<file path="src/rtl/arp_requester.sv">
// ARP requester: broadcasts a request for target_ip, waits for a matching reply,
// retries on timeout and reports the resolved MAC or a one-cycle failure pulse.
module arp_requester #(
   parameter int unsigned TIMEOUT_CYCLES = 12_500_000,
   parameter int unsigned MAX_TRIES      = 3
) (
   input  logic        clock,
   input  logic        reset,
   input  logic        resolve,
   input  logic [31:0] target_ip,
   input  logic [47:0] local_mac,
   input  logic [31:0] local_ip,
   input  logic        rx_enable,
   input  logic [7:0]  rx_data,
   output logic        tx_request,
   input  logic        tx_enable,
   output logic [7:0]  tx_data,
   output logic        tx_active,
   output logic [47:0] destination_mac,
   output logic [47:0] resolved_mac,
   output logic        mac_valid,
   output logic        busy,
   output logic        fail
);

   localparam int unsigned TIMER_WIDTH = $clog2(TIMEOUT_CYCLES) + 1;
   localparam logic [TIMER_WIDTH-1:0] TIMER_LAST = TIMER_WIDTH'(TIMEOUT_CYCLES - 1);
   localparam logic [TIMER_WIDTH-1:0] TIMER_ONE  = TIMER_WIDTH'(1);
   localparam logic [3:0]  TRIES_MAX = 4'(MAX_TRIES);
   localparam logic [63:0] RX_HEADER = 64'h0001_0800_0604_0002;

   localparam logic [1:0] IDLE  = 2'd0;
   localparam logic [1:0] TXREQ = 2'd1;
   localparam logic [1:0] TX    = 2'd2;
   localparam logic [1:0] WAIT  = 2'd3;

   localparam logic [1:0] P_IDLE = 2'd0;
   localparam logic [1:0] P_RX   = 2'd1;
   localparam logic [1:0] P_ERR  = 2'd2;

   logic [1:0]             state_q, state_d;
   logic [3:0]             tries_q, tries_d;
   logic [TIMER_WIDTH-1:0] timer_q, timer_d;
   logic [4:0]             tx_count_q, tx_count_d;
   logic [31:0]            target_ip_q, target_ip_d;
   logic [47:0]            resolved_mac_q, resolved_mac_d;
   logic                   mac_valid_q, mac_valid_d;
   logic                   fail_q, fail_d;

   logic [1:0]             p_state_q, p_state_d;
   logic [4:0]             offset_q, offset_d;
   logic [47:0]            sender_mac_q, sender_mac_d;

   logic [4:0]             cur_offset;
   logic [1:0]             sip_idx;
   logic [7:0]             exp_byte;
   logic                   check_byte;
   logic                   byte_ok;
   logic                   match;

   logic                   grant;
   logic [4:0]             tx_idx;
   logic [239:0]           tx_frame;

   // ---------------- transmit side ----------------
   assign grant      = (state_q == TXREQ) && tx_enable;
   assign tx_active  = grant || (state_q == TX);
   assign tx_idx     = grant ? 5'd0 : tx_count_q;
   assign tx_frame   = {80'h0806_0001_0800_0604_0001, local_mac, local_ip, 48'h0, target_ip_q};
   assign tx_data    = tx_active ? tx_frame[{5'd29 - tx_idx, 3'b000} +: 8] : 8'h00;
   assign tx_request = (state_q == TXREQ);

   assign destination_mac = 48'hFFFF_FFFF_FFFF;
   assign resolved_mac    = resolved_mac_q;
   assign mac_valid       = mac_valid_q;
   assign busy            = (state_q != IDLE);
   assign fail            = fail_q;

   // ---------------- receive parser ----------------
   // The first rx_enable cycle is seen while still in P_IDLE, so it is offset 0.
   assign cur_offset = (p_state_q == P_IDLE) ? 5'd0 : offset_q;
   assign sip_idx    = 2'(cur_offset - 5'd14);

   always_comb begin
      exp_byte   = 8'h00;
      check_byte = 1'b0;
      if (cur_offset < 5'd8) begin
         check_byte = 1'b1;
         exp_byte   = RX_HEADER[{3'd7 - cur_offset[2:0], 3'b000} +: 8];
      end else if (cur_offset >= 5'd14 && cur_offset < 5'd18) begin
         check_byte = 1'b1;
         exp_byte   = target_ip_q[{2'd3 - sip_idx, 3'b000} +: 8];
      end else if (cur_offset >= 5'd24) begin
         check_byte = 1'b1;
         exp_byte   = local_ip[{2'd3 - cur_offset[1:0], 3'b000} +: 8];
      end
   end

   assign byte_ok = !check_byte || (rx_data == exp_byte);
   assign match   = rx_enable && (p_state_q == P_RX) && (offset_q == 5'd27) && byte_ok;

   always_comb begin
      p_state_d    = p_state_q;
      offset_d     = offset_q;
      sender_mac_d = sender_mac_q;
      case (p_state_q)
         P_IDLE: begin
            if (rx_enable) begin
               if (byte_ok) begin
                  p_state_d = P_RX;
                  offset_d  = 5'd1;
               end else begin
                  p_state_d = P_ERR;
               end
            end
         end
         P_RX: begin
            if (!rx_enable) begin
               p_state_d = P_IDLE;
            end else if (!byte_ok || offset_q == 5'd27) begin
               // P_ERR also swallows trailing bytes after a complete packet.
               p_state_d = P_ERR;
            end else begin
               offset_d = offset_q + 5'd1;
               if (offset_q >= 5'd8 && offset_q < 5'd14) begin
                  sender_mac_d = {sender_mac_q[39:0], rx_data};
               end
            end
         end
         P_ERR: begin
            if (!rx_enable) p_state_d = P_IDLE;
         end
         default: p_state_d = P_IDLE;
      endcase
   end

   // ---------------- main FSM ----------------
   always_comb begin
      state_d        = state_q;
      tries_d        = tries_q;
      timer_d        = timer_q;
      tx_count_d     = tx_count_q;
      target_ip_d    = target_ip_q;
      resolved_mac_d = resolved_mac_q;
      mac_valid_d    = mac_valid_q;
      fail_d         = 1'b0;
      case (state_q)
         IDLE: begin
            if (resolve) begin
               target_ip_d = target_ip;
               mac_valid_d = 1'b0;
               tries_d     = 4'd1;
               state_d     = TXREQ;
            end
         end
         TXREQ: begin
            if (tx_enable) begin
               tx_count_d = 5'd1;
               state_d    = TX;
            end
         end
         TX: begin
            if (tx_count_q == 5'd29) begin
               timer_d = '0;
               state_d = WAIT;
            end else begin
               tx_count_d = tx_count_q + 5'd1;
            end
         end
         WAIT: begin
            // A reply completing on the terminal cycle beats the timeout.
            if (match) begin
               resolved_mac_d = sender_mac_q;
               mac_valid_d    = 1'b1;
               state_d        = IDLE;
            end else if (timer_q == TIMER_LAST) begin
               if (tries_q < TRIES_MAX) begin
                  tries_d = tries_q + 4'd1;
                  state_d = TXREQ;
               end else begin
                  fail_d  = 1'b1;
                  state_d = IDLE;
               end
            end else begin
               timer_d = timer_q + TIMER_ONE;
            end
         end
         default: state_d = IDLE;
      endcase
   end

   always_ff @(posedge clock) begin
      if (reset) begin
         state_q        <= IDLE;
         tries_q        <= 4'd0;
         timer_q        <= '0;
         tx_count_q     <= 5'd0;
         target_ip_q    <= 32'h0;
         resolved_mac_q <= 48'h0;
         mac_valid_q    <= 1'b0;
         fail_q         <= 1'b0;
         p_state_q      <= P_IDLE;
         offset_q       <= 5'd0;
         sender_mac_q   <= 48'h0;
      end else begin
         state_q        <= state_d;
         tries_q        <= tries_d;
         timer_q        <= timer_d;
         tx_count_q     <= tx_count_d;
         target_ip_q    <= target_ip_d;
         resolved_mac_q <= resolved_mac_d;
         mac_valid_q    <= mac_valid_d;
         fail_q         <= fail_d;
         p_state_q      <= p_state_d;
         offset_q       <= offset_d;
         sender_mac_q   <= sender_mac_d;
      end
   end

endmodule
</file>
<file path="config.mk">
export PLATFORM = sky130hd
export DESIGN_NAME = arp_requester
export DESIGN_NICKNAME = d
export VERILOG_FILES = /design/src/rtl/arp_requester.sv
export SDC_FILE = /design/constraint.sdc
export NUM_CORES = 1
export LEC_CHECK = 0
export ABC_AREA = 1
export ABC_CLOCK_PERIOD_IN_PS = 3500
export CORE_AREA = 2 2 139 141
export CTS_BUF_LIST = sky130_fd_sc_hd__clkbuf_4
export DETAILED_ROUTE_END_ITERATION = 10
export DIE_AREA = 0 0 141 143
export MAX_ROUTING_LAYER = met4
export PLACE_DENSITY = 0.83
export SYNTH_ARGS = -nofsm -noshare
export SYNTH_HDL_FRONTEND = slang
export SYNTH_SLANG_ARGS = --single-unit
</file>
<file path="constraint.sdc">
create_clock -name clock -period 3.5 [get_ports clock]
set_input_delay 0.525 -clock clock [delete_from_list [all_inputs] [get_ports clock]]
set_output_delay 0.525 -clock clock [all_outputs]
set_load 0.02 [all_outputs]
</file>
* After elaboration in Yosys (flattened, before gate mapping)
Index checks and enable logic that the tools add are counted.
** Storage, ports and cells
- Register bits after elaboration :: 173
- Input bits :: 125
** Operators by class
- Reductions and logical operators :: 29
- Equal/unequal tests :: 25
- Shift-type cells :: 4
- Add/subtract/negate cells :: 9
- Bitwise operators :: 3
- $lt $le $gt $ge :: 7
- Multiplexer cells :: 43
** Operator list (number)
- 240-bit by 9-bit variable part select with 8-bit output :: 1
- 25-bit 2-to-1 mux :: 3
- 32-bit by 6-bit variable part select with 8-bit output :: 2
- 64-bit by 7-bit variable part select with 8-bit output, first input constant :: 1
- 25-bit one-hot mux with 2 select lines :: 1
- 5-bit 2-to-1 mux :: 8
- 8-bit 2-to-1 mux :: 4
- 25-bit by 1-bit adder with 25-bit output, second input constant :: 1
- 25-bit by 24-bit equality test with 1-bit output, second input constant :: 1
- 2-bit != test, second input constant :: 12
- 2-bit 2-to-1 mux :: 10
- 5-bit one-hot mux with 2 select lines :: 2
- 4-bit 2-to-1 mux :: 4
- 4-bit AND reduction :: 3
- 5-bit by 1-bit adder with 5-bit output, second input constant :: 2
- 5-bit equality test, second input constant :: 2
- 5-bit by 4-bit greater-or-equal comparator with 1-bit output, second input constant :: 2
- 5-bit by 4-bit < comparator with 1-bit output, second input constant :: 2
- 5-bit AND reduction :: 2
- 2-bit nonzero test :: 5
- 3-bit AND reduction :: 3
- 8-bit equality test :: 1
- 2-bit one-hot mux with 4 select lines :: 1
- 4-bit one-hot mux with 2 select lines :: 1
- other kinds (23) :: 46

* Longest topological paths before layout
- Depth in word-level cells :: 14
- Mapped depth :: 20
- Depth with buffers taken out :: 19

* Worst setup path before layout
Ideal clock, no wire load.
- Path kind :: register to output
- From :: reg state_q[1]
- To :: out tx_data[4]
- Required time :: 2.975 ns
- Slack :: 0.260 ns
- Path buffers :: 1
- Arrival :: 2.715 ns
- Cell stages (with the launch flop) :: 13
- Path through :: dfxtp_1 inv_1 ha_1 nand2_1 inv_1 nor2_1 ha_1 xnor2_1 inv_1 clkbuf_1 o21ai_0 nand3_1 nor3_1
** Between the ends
- Word-level cells in the longest chain between the ends :: 6
- Elaborated cells on any way between the ends :: 8
** RTL lines
- start, declared :: line 41 : logic [1:0] state_q, state_d;
- start signal, assigned :: line 206 : state_q <= state_d;
- 2-bit by 1-bit equality test with 1-bit output (*)
- via tx_request :: line 15 : output logic tx_request,
- 1-bit logical AND (*) :: line 66 : assign grant = (state_q == TXREQ) && tx_enable;
- 5-bit 2-to-1 mux :: line 68 : assign tx_idx = grant ? 5'd0 : tx_count_q;
- 5-bit subtractor :: line 70 : assign tx_data = tx_active ? tx_frame[{5'd29 - tx_idx, 3'b000} +: 8] : 8'h00;
- 240-bit by 9-bit variable part select with 8-bit output :: line 70
- 8-bit 2-to-1 mux (*) :: line 70
- end, declared :: line 17 : output logic [7:0] tx_data,
The timed path passes the listed nets; every way through them passes the cells marked *.

* Worst setup path after layout
- From :: reg state_q[1]
- To :: out tx_data[0]
** Between the ends
- Word-level cells in the longest chain between the ends :: 6
- Elaborated cells on any way between the ends :: 8
** RTL lines (line)
- 2-bit by 1-bit equality test with 1-bit output :: 66
- 1-bit logical AND :: 66
- 5-bit 2-to-1 mux :: 68
- 5-bit subtractor :: 70
- 240-bit by 9-bit variable part select with 8-bit output :: 70
- 8-bit 2-to-1 mux (*) :: 70
Mark *: on every way between the ends. The rest lies on a longest branch, timed or not.

==> results.py <==
metrics = {
    "cts": {
        "htree_levels": 4,
        "cts_tree": "done",
        "cts_sinks": 173,
        "cts-root-buf": "clkbuf_4",
        "insertion_delay_ns": 0.60,
        "ctsHoldBuffers": 0,
        "clockBufferDepth": 2,
        "cts_made_buffers": 17,
        "clk_pin_slew_ns": 0.16,
    },
    "flow_run": {
        "maxCapViolations": 0,
    },
    "placement": {
        "dp_hpwl_um": 21600,
        "place_congestion": 0.983,
        "post-place-ws_ns": -0.298,
        "dp_cells": 1746,
        "portBuffers": 185,
    },
    "synthesis": {
        "synth_area_mm2": 0.00932,
        "ys_seq_elements": 173,
        "yosysMostFrequentCell": "nand2_1",
        "synth_common_cells": "nand2_1, dfxtp_1, nor2_1, a21oi_1, o21ai_0",
        "synthFlopType": "dfxtp_1",
        "ys_async_sr_fraction_pct": 0,
        "synth_area_leaders": "dfxtp_1, nand2_1, a21oi_1, nor2_1, o21ai_0",
        "postSynthAreaPerCell_um2": 6.88,
        "synth_seq_area_share_pct": 37.1,
        "yosysUniqueCellTypes": 46,
        "synth_edf_count": 0,
        "synth_top_area_share_pct": 37.1,
        "yosys.area.top_type": "dfxtp_1",
        "ys_warn_count": 0,
        "syn_inst": 1355,
    },
    "floorplan": {
        "fp.dieH_um": 143,
        "core_mm2": 0.0186,
        "start_util_pct": 50.2,
        "num_rows": 50,
        "fp.dieW_um": 141,
        "io_pins": 234,
        "dieArea_mm2": 0.0202,
    },
    "timing": {
        "final_hold_viol_count": 0,
        "slew_violations": 0,
        "fmax_mhz": 297,
        "finalSetupViolations": 0,
        "fin_skew_ns": 0.0294,
        "worst_pin_slew_ns": 0.936,
        "slew_headroom_pct": 37.6,
        "layout_min_cycle_time_ns": 3.36,
        "post-route-period-util_pct": 96.1,
        "setup_ws_ns": 0.137,
    },
    "detailed_routing": {
        "first_pass_iters": 5,
        "drt_iter0_markers": 858,
        "vias": 9796,
        "drt-total-wl_um": 29700,
        "wl_per_cell_um": 16.6,
        "ant_nets": 0,
        "drc": 0,
        "vias_per_cell": 5.48,
    },
    "critical_path": {
        "r2r-start": "p_state_q[1]$_SDFFE_PP0P_",
        "critPathKind": "reg -> out",
        "r2r_setup_slack_ns": 0.32,
        "required_ns": 2.97,
        "cp_data_arrival_time_ns": 2.84,
        "worst-path-max-fanout": 4,
        "reg2regPathDepth": 17,
        "critPathLaunchType": "flip-flop",
        "crit_path_end_kind": "primary output",
        "r2r-end": "resolved_mac[29]$_SDFFE_PP0P_",
    },
    "global_routing": {
        "grt_remaining_overflow": 0,
        "grt_pass1_vias": 8922,
        "antenna_found_initial": 1,
        "grt_usage_pct": 29.6,
        "grt_max_degree": 98,
        "grt_pass1_wl_um": 46200,
    },
    "hold_path": {
        "hold_path.class": "reg -> reg",
        "holdCritStartpoint": "tries_q[2]$_SDFFE_PP0P_",
        "holdPathStages": 2,
        "hold_end": "tries_q[2]$_SDFFE_PP0P_",
    },
    "power_and_ir_drop": {
        "power_density_mw_per_mm2": 426,
        "combPwrFrac_pct": 33.2,
        "seqPwrFrac_pct": 44.7,
        "peakVddDrop_uv": 230,
        "p_switching_mw": 1.92,
        "power.share.switching_pct": 37.9,
        "p_leak_nw": 4.52,
        "p_clk_share_pct": 22.1,
        "p_int_mw": 3.15,
    },
    "finish": {
        "area_growth_pct": 27.6,
        "fin_util_pct": 64.1,
        "drive_gt1_share_pct": 9.79,
        "fin_cells": 1788,
        "final_nets": 1677,
    },
    "outcome": {
        "outcome": "completed",
    },
}
## registers in the layout, summed over array words and instances (netlist names)
| signal | cells |
|---|---|
| tx_count_q | 5 |
| sender_mac_q | 48 |
| timer_q | 25 |
| tries_q | 4 |
| fail | 1 |
| target_ip_q | 32 |
| resolved_mac | 48 |
| offset_q | 5 |
| state_q | 2 |
| mac_valid | 1 |
| p_state_q | 2 |
## worst max-delay path, cell delays in order (launching register included)
cell and delay, ns:
dfxtp_2 0.37, inv_2 0.05, ha_4 0.17, nand2_4 0.06, inv_4 0.06, nor2_4 0.17
nor2_2 0.08, inv_2 0.10, buf_12 0.12, clkbuf_16 0.13, buf_4 0.10, o221ai_1 0.09
o221ai_1 0.20, a21oi_1 0.11, a211oi_2 0.22, buf_2 0.21
## per-layer routing
| layer | global-route usage (%) | vias to the layer above | wire length (µm) | share of wire, % |
|---|---|---|---|---|
| met4 | 9.58 | 0 | 780 | 2.6 |
| li1 | - | 4828 | - | - |
| met5 | - | - | 0 | 0 |
| met3 | 3.86 | 69 | 1670 | 5.6 |
| met1 | 38.4 | 4538 | 13000 | 44 |
| met2 | 48.3 | 361 | 14200 | 48 |
## power by group through the flow
stage | logic (mW) | clock network, mW | registers, mW
floorplan | 0.905 | 0 | 2.21
global placement | 1.45 | 0 | 2.30
detailed placement | 1.46 | 0 | 2.30
CTS | 1.49 | 1.15 | 2.25
global route | 1.83 | 1.23 | 2.27
finish | 1.68 | 1.12 | 2.27
## through the flow
stage | hold slack [ns] | setup TNS [ns] | power, mW | area, µm²
2_1_floorplan | 0.419 | 0 | 3.11 | 9500
3_3_place_gp | 0.429 | -1.65 | 3.75 | 11400
3_5_place_dp | 0.431 | -1.53 | 3.76 | 11400
4_1_cts | 0.455 | -0.0815 | 4.89 | 11700
5_1_grt | 0.457 | -0.0799 | 5.33 | 11900
6_report | 0.453 | 0 | 5.08 | 11900
## final cells by class
class | count | area (µm²)
clock inverters | 15 | 156
fillers | 1618 | 6680
well taps | 234 | 293
repair buffers | 242 | 2420
multi-input cells | 987 | 4970
diodes | 2 | 5.00
inverters | 118 | 454
clock buffers | 17 | 128
flip-flops and latches | 173 | 3470
## cells by family after synthesis
family	after synthesis	share of synthesized area [%]
other	1	0.0402
AOI/OAI and AO/OA	366	21.1
and+or+nand+nor	539	25.2
DFF	173	37.1
xor gates and xnor gates	21	1.97
buffers and inverters	242	12.8
adders and majority gates	13	1.74
## cell usage in the layout, fill, tap and decap left out, types with 4 or more instances in the layout
cell type	count
or2_2	6
nor4_1	9
o31ai_1	4
buf_4	45
nor3b_1	4
dfxtp_1	171
clkbuf_4	17
xor2_1	15
nand4_1	17
nor3_1	19
clkdlybuf4s50_1	177
nor2_2	5
conb_1	48
nand3_1	97
inv_1	102
xnor2_1	5
buf_12	9
buf_2	5
o21ai_1	42
inv_6	4
a21oi_1	148
nand3b_1	5
clkinv_8	4
inv_2	11
o21ai_0	118
nand2_1	200
a221oi_1	5
ha_1	11
o211ai_1	4
clkinvlp_4	4
nand2_2	5
nor2_1	161
o22ai_1	22
## worst max-delay path by stage
| stage | slack, ns | depth (start not counted) | from | end |
|---|---|---|---|---|
| after floorplan | 0.26 | 12 | state_q[1]$_SDFFE_PP0P_ | tx_data[4] |
| after global placement | -0.27 | 12 | tx_enable | tx_data[1] |
| after detailed placement | -0.30 | 12 | tx_enable | tx_data[1] |
| after CTS | -0.04 | 14 | state_q[1]$_SDFFE_PP0P_ | tx_data[6] |
| after global routing | -0.06 | 17 | p_state_q[1]$_SDFFE_PP0P_ | state_q[1]$_SDFFE_PP0P_ |
| final | 0.14 | 15 | state_q[1]$_SDFFE_PP0P_ | tx_data[0] |
## timing repair
| action | CTS | global route |
|---|---|---|
| gates cloned | 1 | 2 |
| setup buffers | 1 | 4 |
| setup endpoints to repair | 8 | 8 |
| resized for setup | 45 | 36 |
| pin swaps | 4 | 9 |
No activity file was read; power rests on OpenSTA's default activity.
